File: config.mk
export PLATFORM = sky130hd
export DESIGN_NAME = pcie_dllp_rx_check
export DESIGN_NICKNAME = d
export VERILOG_FILES = /design/src/rtl/pcie_dllp_pkg.sv /design/src/rtl/pcie_dllp_crc16_calc.sv /design/src/rtl/pcie_dllp_rx_check.sv
export SDC_FILE = /design/constraint.sdc
export NUM_CORES = 1
export LEC_CHECK = 0
export BUFFER_PORTS_ARGS = -buffer_cell sky130_fd_sc_hd__buf_2
export CAP_MARGIN = 20
export CORE_ASPECT_RATIO = 1.2
export CORE_UTILIZATION = 43
export CTS_BUF_LIST = sky130_fd_sc_hd__clkbuf_8
export DETAILED_ROUTE_END_ITERATION = 16
export PLACE_DENSITY_LB_ADDON = 0.2
export SLEW_MARGIN = 5
export SYNTH_ARGS = -nofsm -noshare
export SYNTH_HDL_FRONTEND = slang
export SYNTH_HIERARCHICAL = 1
export SYNTH_SLANG_ARGS = --single-unit
File: constraint.sdc
create_clock -name clk -period 8.8 [get_ports clk]
set_input_delay 2.2 -clock clk [delete_from_list [all_inputs] [get_ports clk]]
set_output_delay 2.2 -clock clk [all_outputs]
set_load 0.01 [all_outputs]
File: src/rtl/pcie_dllp_pkg.sv
// Shared definitions for the PCIe DLLP receive checker and its CRC helper:
// CRC constants, receive FSM states and DLLP type codes.
package pcie_dllp_pkg;

    localparam logic [15:0] DLLP_CRC_POLY = 16'h100B;
    localparam logic [15:0] DLLP_CRC_SEED = 16'hFFFF;

    typedef enum logic [1:0] {
        ST_IDLE = 2'd0,
        ST_B1   = 2'd1,
        ST_B2   = 2'd2
    } dllp_rx_state_e;

    localparam logic [7:0] DLLP_TYPE_ACK       = 8'h00;
    localparam logic [7:0] DLLP_TYPE_NAK       = 8'h10;
    localparam logic [7:0] DLLP_TYPE_UPDFC_P   = 8'h80;
    localparam logic [7:0] DLLP_TYPE_UPDFC_NP  = 8'h90;
    localparam logic [7:0] DLLP_TYPE_UPDFC_CPL = 8'hA0;

    function automatic logic [7:0] bit_rev8(input logic [7:0] b);
        logic [7:0] r;
        for (int i = 0; i < 8; i++) begin
            r[i] = b[7-i];
        end
        return r;
    endfunction

endpackage

File: src/rtl/pcie_dllp_crc16_calc.sv
// Combinational DLLP CRC-16 over the 4 content bytes; output is the expected
// CRC in wire order (byte 4 in [7:0], byte 5 in [15:8]). Shared with the TX side.
module pcie_dllp_crc16_calc
    import pcie_dllp_pkg::*;
(
    input  logic [31:0] content,
    output logic [15:0] crc_wire
);

    logic [15:0] rem;
    logic [15:0] crc_c;

    // content[i] walks byte 0 first, each byte LSB first, which is wire order
    always_comb begin
        rem = DLLP_CRC_SEED;
        for (int i = 0; i < 32; i++) begin
            if (rem[15] ^ content[i]) begin
                rem = {rem[14:0], 1'b0} ^ DLLP_CRC_POLY;
            end else begin
                rem = {rem[14:0], 1'b0};
            end
        end
    end

    assign crc_c    = ~rem;
    assign crc_wire = {bit_rev8(crc_c[7:0]), bit_rev8(crc_c[15:8])};

endmodule

File: src/rtl/pcie_dllp_rx_check.sv
// Receive DLLP checker: assembles three 16-bit beats, verifies the CRC and
// forwards good DLLPs; counts good and bad DLLPs with saturating counters.
module pcie_dllp_rx_check
    import pcie_dllp_pkg::*;
#(
    parameter int CNT_W = 16
) (
    input  logic             clk,
    input  logic             reset,
    input  logic             in_valid,
    input  logic             in_sop,
    input  logic [15:0]      in_data,
    input  logic             clr_cnt,
    output logic             dllp_valid,
    output logic [31:0]      dllp_data,
    output logic [7:0]       dllp_type,
    output logic             crc_err,
    output logic             frame_err,
    output logic [CNT_W-1:0] good_cnt,
    output logic [CNT_W-1:0] bad_cnt
);

    localparam logic [CNT_W-1:0] CNT_MAX = '1;

    function automatic logic [CNT_W-1:0] sat_add(input logic [CNT_W-1:0] cnt,
                                                  input logic [1:0]       inc);
        logic [CNT_W:0] sum;
        sum = {1'b0, cnt} + {{(CNT_W-1){1'b0}}, inc};
        if (sum[CNT_W]) begin
            return CNT_MAX;
        end
        return sum[CNT_W-1:0];
    endfunction

    dllp_rx_state_e state, state_nxt;
    logic           cap_b0, cap_b1, cap_crc, trunc, ferr_nxt;
    logic [15:0]    byte01_p0, byte23_p0;
    logic [31:0]    content_p0;
    logic [15:0]    crc_exp_p0;
    logic           vld_p1, crc_ok_p1;
    logic [31:0]    content_p1;
    logic           good_inc;
    logic [1:0]     bad_inc;

    always_ff @(posedge clk or negedge reset) begin
        if (!reset) begin
            state <= ST_IDLE;
        end else begin
            state <= state_nxt;
        end
    end

    always_comb begin
        state_nxt = state;
        cap_b0    = 1'b0;
        cap_b1    = 1'b0;
        cap_crc   = 1'b0;
        trunc     = 1'b0;
        ferr_nxt  = 1'b0;
        case (state)
            ST_IDLE: begin
                if (in_valid && in_sop) begin
                    cap_b0    = 1'b1;
                    state_nxt = ST_B1;
                end else if (in_valid) begin
                    ferr_nxt = 1'b1;
                end
            end
            ST_B1, ST_B2: begin
                if (in_valid && in_sop) begin
                    // new start restarts assembly; the partial DLLP is counted bad
                    trunc     = 1'b1;
                    ferr_nxt  = 1'b1;
                    cap_b0    = 1'b1;
                    state_nxt = ST_B1;
                end else if (in_valid && (state == ST_B1)) begin
                    cap_b1    = 1'b1;
                    state_nxt = ST_B2;
                end else if (in_valid) begin
                    cap_crc   = 1'b1;
                    state_nxt = ST_IDLE;
                end
            end
            default: state_nxt = ST_IDLE;
        endcase
    end

    // Stage p0: content capture
    always_ff @(posedge clk) begin
        if (cap_b0) byte01_p0 <= in_data;
        if (cap_b1) byte23_p0 <= in_data;
    end

    assign content_p0 = {byte23_p0, byte01_p0};

    pcie_dllp_crc16_calc u_crc (
        .content  (content_p0),
        .crc_wire (crc_exp_p0)
    );

    // Stage p1: CRC compare registered with the CRC beat
    always_ff @(posedge clk or negedge reset) begin
        if (!reset) begin
            vld_p1    <= 1'b0;
            crc_ok_p1 <= 1'b0;
        end else begin
            vld_p1    <= cap_crc;
            crc_ok_p1 <= (crc_exp_p0 == in_data);
        end
    end

    always_ff @(posedge clk) begin
        if (cap_crc) content_p1 <= content_p0;
    end

    assign good_inc = vld_p1 & crc_ok_p1;
    assign bad_inc  = {1'b0, trunc} + {1'b0, vld_p1 & ~crc_ok_p1};

    // Stage p2: output pulses, forwarded DLLP and counters
    always_ff @(posedge clk or negedge reset) begin
        if (!reset) begin
            dllp_valid <= 1'b0;
            crc_err    <= 1'b0;
            frame_err  <= 1'b0;
            dllp_data  <= '0;
            dllp_type  <= '0;
            good_cnt   <= '0;
            bad_cnt    <= '0;
        end else begin
            dllp_valid <= good_inc;
            crc_err    <= vld_p1 & ~crc_ok_p1;
            frame_err  <= ferr_nxt;
            if (good_inc) begin
                dllp_data <= content_p1;
                dllp_type <= content_p1[7:0];
            end
            good_cnt <= clr_cnt ? '0 : sat_add(good_cnt, {1'b0, good_inc});
            bad_cnt  <= clr_cnt ? '0 : sat_add(bad_cnt, bad_inc);
        end
    end

endmodule

==> results of run 1 <==
==> power breakdown <==
group	total, mW	internal (mW)	switching, mW
Combinational	0.813	0.421	0.392
Sequential	0.715	0.697	0.0176
Clock	0.499	0.252	0.246
Total	2.03	1.37	0.656
==> final cells by class <==
class | count | share of cell area
multi-input cells | 290 | 0.3522
inverters | 15 | 0.007454
clock buffers | 17 | 0.03098
clock inverters | 15 | 0.02037
repair buffers | 98 | 0.06626
flip-flops and latches | 135 | 0.4896
well taps | 200 | 0.03313
==> kinds of logic after synthesis <==
group                    count (synthesis)  share of synthesized area
buffers and inverters                   33                    0.02517
AO/OA/AOI/OAI                           43                    0.03842
adder cells (fa/ha/maj)                  7                    0.01460
XOR/XNOR                               139                     0.2386
flip-flops                             135                     0.5679
AND/OR/NAND/NOR                         68                    0.05841
multiplexers                            33                    0.05687
==> cells in the mapped netlist (3+ instances only) <==
library cell | number | area share
a31oi_1 | 4 | 0.0038
nor3_1 | 8 | 0.0061
xnor2_1 | 92 | 0.12
edfxtp_1 | 64 | 0.30
nand2_1 | 11 | 0.0063
xor2_1 | 20 | 0.027
mux2_2 | 32 | 0.055
xnor2_2 | 5 | 0.012
buf_1 | 3 | 0.0017
inv_1 | 15 | 0.0086
nand4_1 | 12 | 0.012
xnor3_1 | 12 | 0.041
ha_1 | 6 | 0.012
nor2_1 | 11 | 0.0063
buf_4 | 8 | 0.0092
xor2_2 | 3 | 0.0075
clkbuf_1 | 4 | 0.0023
nand3_1 | 10 | 0.0077
a21oi_1 | 29 | 0.022
nor4_1 | 6 | 0.0058
dfrtp_1 | 71 | 0.27
xnor3_2 | 4 | 0.015
==> worst paths after layout <==
path | slack [ps] | start | endpoint
hold reg to reg | 470 | byte01_p0[15] | content_p1[15]
setup / recovery | 4900 | in_sop | bad_cnt[5]
max in group asynchronous | 6300 | reset | good_cnt[0]
hold / removal | 470 | byte01_p0[15] | content_p1[15]
setup reg to reg | 5140 | byte01_p0[1] | crc_ok_p1
min in group asynchronous | 1870 | reset | bad_cnt[9]
==> per-layer routing <==
metal / track usage / wire [µm] / up-vias / share of wire
met4: 0.05988 / 180 / 0 / 0.014
met2: 0.2926 / 6389 / 106 / 0.51
li1: - / - / 1808 / -
met5: 0 / 0 / - / 0
met1: 0.2168 / 5544 / 1883 / 0.44
met3: 0.04030 / 473 / 15 / 0.038
==> through the flow <==
step,setup WS (ps),hold slack (ps)
global route,4734,486.9
floorplan,3817,420.6
finish,4897,473.6
CTS,4931,479.4
detailed placement,4460,455.7
global placement,4558,455.7
==> registers in the layout, indices dropped and copies added (netlist names), 2 cells and up <==
signal	cells
dllp_data	32
bad_cnt	16
good_cnt	16
content_p1	32
byte23_p0	16
state	2
byte01_p0	16
==> critical path, cell delays in order <==
cell	delay (ps)
buf_2	150
nand3_1	110
fa_1	430
inv_1	100
ha_1	260
nand4_4	170
or4_4	650
a21oi_1	180
==> impl_metrics.json, run 1 <==
{
  "die_y_um": 136.8,
  "cts_buffers": 17,
  "ios": 96,
  "cts_tree": "built",
  "overflow": 0,
  "layout.cells.non_filler": 770,
  "ant_nets": 0,
  "wire_per_inst_um": 16.35,
  "ys.flop_type": "dfrtp_1",
  "cp.required_ps": 9150,
  "io_buffers": 95,
  "multi_input_area_um2": 2660,
  "final_common_cell": "buf_2",
  "place.gp.congestion": 0.8526,
  "worst-path-max-fanout": 13,
  "grt_usage": 0.1726,
  "post-route-period-util": 0.4436,
  "placeableCoreArea_um2": 14590,
  "post_cts_resized": 0,
  "cts-hold-fix-buffers": 0,
  "num_vias": 3812,
  "rows": 48,
  "grt_max_degree": 72,
  "firstDrtPassIters": 4,
  "syn_area_um2": 6512,
  "drc": 0,
  "power_density_nw_per_um2": 268.3,
  "worstSetupEndpointType": "register",
  "slew_violations": 0,
  "synth_cells": 458,
  "ir_drop_uv": 278.7,
  "dp_cells": 738,
  "reg2reg_depth": 8,
  "arrival_ps": 4250,
  "fin_area_um2": 7553,
  "clock_sinks": 135,
  "fillerInstances": 1260,
  "start_util": 0.4462,
  "crit_type": "in -> reg",
  "drt-total-wl_um": 12590,
  "drt_iter0_markers": 274,
  "synth_nets": 486,
  "grt_pass1_wl_um": 20180,
  "slew_headroom": 0.3881,
  "fin_util": 0.5176,
  "p_total_mw": 2.026,
  "synth_enable_flop_cells": 64,
  "clock_latency_ps": 430,
  "vias_per_cell": 4.951,
  "worst_slew_pin_slew_ps": 917.8,
  "ys_warn_count": 6,
  "synth_area_per_cell_um2": 14.22,
  "rsz0062_at_grt": "false",
  "ys_seq_area_frac": 0.5679,
  "clock_path_buffers": 2,
  "drv_cap": 0,
  "area_growth_syn_to_layout_pct": 15.98,
  "nets": 585,
  "drive_gt1_frac": 0.3193,
  "finalHoldViolations": 0,
  "start_kind": "input pin",
  "n_antenna_cell": 0,
  "holdPathStages": 0,
  "cts.htree.levels": 4,
  "die_w_um": 114.3,
  "synth-async-reset-ratio": 0.5259,
  "hpwl_um": 9049,
  "min_path_type": "reg -> reg",
  "min_period_ps": 3903,
  "clock-root-buffer": "clkbuf_8",
  "setup_tns_ps": 0,
  "path_clk_slew_ps": 70,
  "place_area_um2": 7166,
  "seq_area_um2": 3699,
  "cts_setup_buffers": 0,
  "finalSetupViolations": 0,
  "antenna_found_initial": 0,
  "fin_skew_ps": 9.033,
  "final_cell_mix": "buf_2 (94), xnor2_1 (92), dfrtp_1 (71)",
  "ys_ff_latch": 135,
  "outcome": "complete, no violations",
  "leakage_nw": 3.299,
  "grt_pass1_vias": 3799,
  "synth_cell_types": 42,
  "die-area_um2": 15640,
  "max_freq_mhz": 256.2
}
No activity file was read; power rests on OpenSTA's default activity.
==> run 2: changes to the inputs <==
==> constraint.sdc (replaced) <==
create_clock -name clk -period 3.8 [get_ports clk]
set_input_delay 0.95 -clock clk [delete_from_list [all_inputs] [get_ports clk]]
set_output_delay 0.95 -clock clk [all_outputs]
set_load 0.01 [all_outputs]
==> impl_metrics.json, run 2 (synthesis results as in run 1) <==
{
  "hpwl_um": 9265,
  "wire_per_inst_um": 16.80,
  "firstDrtPassIters": 4,
  "area_growth_syn_to_layout_pct": 16.64,
  "vias_per_cell": 4.974,
  "cp.depth": 9,
  "post-route-period-util": 0.8576,
  "p_total_mw": 4.832,
  "finalSetupViolations": 0,
  "outcome": "complete, no violations",
  "drive_gt1_frac": 0.3140,
  "rsz0062_at_grt": "false",
  "num_vias": 3830,
  "final_cell_mix": "buf_2 (94), xnor2_1 (92), dfrtp_1 (71)",
  "ir_drop_uv": 722.7,
  "fin_skew_ps": 11.60,
  "p_int_mw": 3.315,
  "arrival_ps": 3570,
  "antenna_found_initial": 0,
  "cts_tree": "built",
  "cts_buffers": 17,
  "reg2reg_from": "byte01_p0[1]",
  "post_cts_resized": 0,
  "crit_path_cell_trace": "xnor3_2 -> xnor2_2 -> xnor3_1 -> xor2_2 -> xor2_1 -> xnor2_1 -> xnor2_1 -> nand4_1 -> nor4_1",
  "drt_iter0_markers": 289,
  "crit_end": "crc_ok_p1",
  "cts_setup_buffers": 0,
  "drc": 0,
  "reg2reg_to": "crc_ok_p1",
  "critPathMaxStageDelay_ps": 580,
  "seqPwrFrac": 0.343,
  "hold_start": "content_p1[11]",
  "path_clk_slew_ps": 80,
  "io_buffers": 95,
  "die-area_um2": 15640,
  "hold_slack_ps": 474.5,
  "final_common_cell": "buf_2",
  "cts.htree.levels": 4,
  "grt_pass1_vias": 4027,
  "rows": 48,
  "fin_util": 0.5205,
  "start_kind": "register",
  "clock_path_buffers": 2,
  "netSwitchingFraction": 0.3139,
  "worst-path-max-fanout": 5,
  "start_util": 0.4462,
  "slew_violations": 0,
  "placeableCoreArea_um2": 14590,
  "dp_cells": 738,
  "cp.required_ps": 4110,
  "min_path_type": "reg -> reg",
  "ant_nets": 0,
  "worst_slew_pin_slew_ps": 954.9,
  "reg2reg_depth": 9,
  "leakage_nw": 3.325,
  "drt-total-wl_um": 12940,
  "finalHoldViolations": 0,
  "startpoint": "byte01_p0[1]",
  "overflow": 0,
  "p_switching_mw": 1.517,
  "die_w_um": 114.3,
  "cp_slowest_cell": "xnor3_2",
  "power_density_nw_per_um2": 636.2,
  "nets": 585,
  "slew_headroom": 0.3634,
  "min_period_ps": 3259,
  "crit_type": "reg -> reg",
  "clock_sinks": 135,
  "drv_cap": 0,
  "cts-hold-fix-buffers": 0,
  "grt_max_degree": 72,
  "crit_family": "XOR/XNOR gates",
  "max_freq_mhz": 306.9,
  "die_y_um": 136.8,
  "place.gp.congestion": 0.9004,
  "r2r_slack_ps": 540,
  "pwr-share-comb": 0.396,
  "layout.cells.non_filler": 770,
  "ios": 96,
  "grt_pass1_wl_um": 20800,
  "clock-root-buffer": "clkbuf_8",
  "top_regs": "content_p1: 32 flops, dllp_data: 32 flops",
  "setup_tns_ps": 0,
  "critPathBufInv": 0,
  "critical_path.most_common_cell": "xnor2_1",
  "pwr-share-clk": 0.262,
  "grt_usage": 0.1792,
  "n_antenna_cell": 0,
  "worstSetupEndpointType": "register",
  "clock_latency_ps": 420
}
run 2: worst min-delay path by stage:
stage | endpoint | slack [ps] | cells after the start
2_1_floorplan | content_p1[0] | 420 | 0
3_3_place_gp | dllp_data[22] | 460 | 1
3_5_place_dp | content_p1[23] | 460 | 0
4_1_cts | dllp_data[27] | 480 | 1
5_1_grt | dllp_data[11] | 480 | 1
6_report | dllp_data[11] | 470 | 1
run 2: area by class of cell:
class	instances	area, µm²
Fill cell	1267	6998
Inverter	15	56.30
Tap cell	200	250.2
Timing Repair Buffer	98	500.5
Sequential cell	135	3699
Clock buffer	18	247.7
Clock inverter	14	182.7
Multi-Input combinational cell	290	2660
run 2: per-layer routing:
metal | GRT usage | vias up | part of all wire
met4 | 0.06999 | 0 | 0.015
met3 | 0.03499 | 16 | 0.038
met2 | 0.3000 | 106 | 0.50
met5 | 0 | - | 0
li1 | - | 1805 | -
met1 | 0.2300 | 1903 | 0.45
run 2: power groups by stage:
stage | Combinational [mW] | Clock [mW] | Sequential [mW]
3_3_place_gp | 1.87 | 0 | 1.69
4_1_cts | 1.92 | 1.30 | 1.66
5_1_grt | 2.08 | 1.35 | 1.66
2_1_floorplan | 1.61 | 0 | 1.68
3_5_place_dp | 1.90 | 0 | 1.69
6_report | 1.91 | 1.27 | 1.66
run 2: through the flow:
step / cell area [µm²] / setup WS, ps
2_1_floorplan: 6513 / 66.86
3_3_place_gp: 7166 / 608.4
3_5_place_dp: 7166 / 564.5
4_1_cts: 7596 / 531.5
5_1_grt: 7596 / 355.0
6_report: 7596 / 541.2
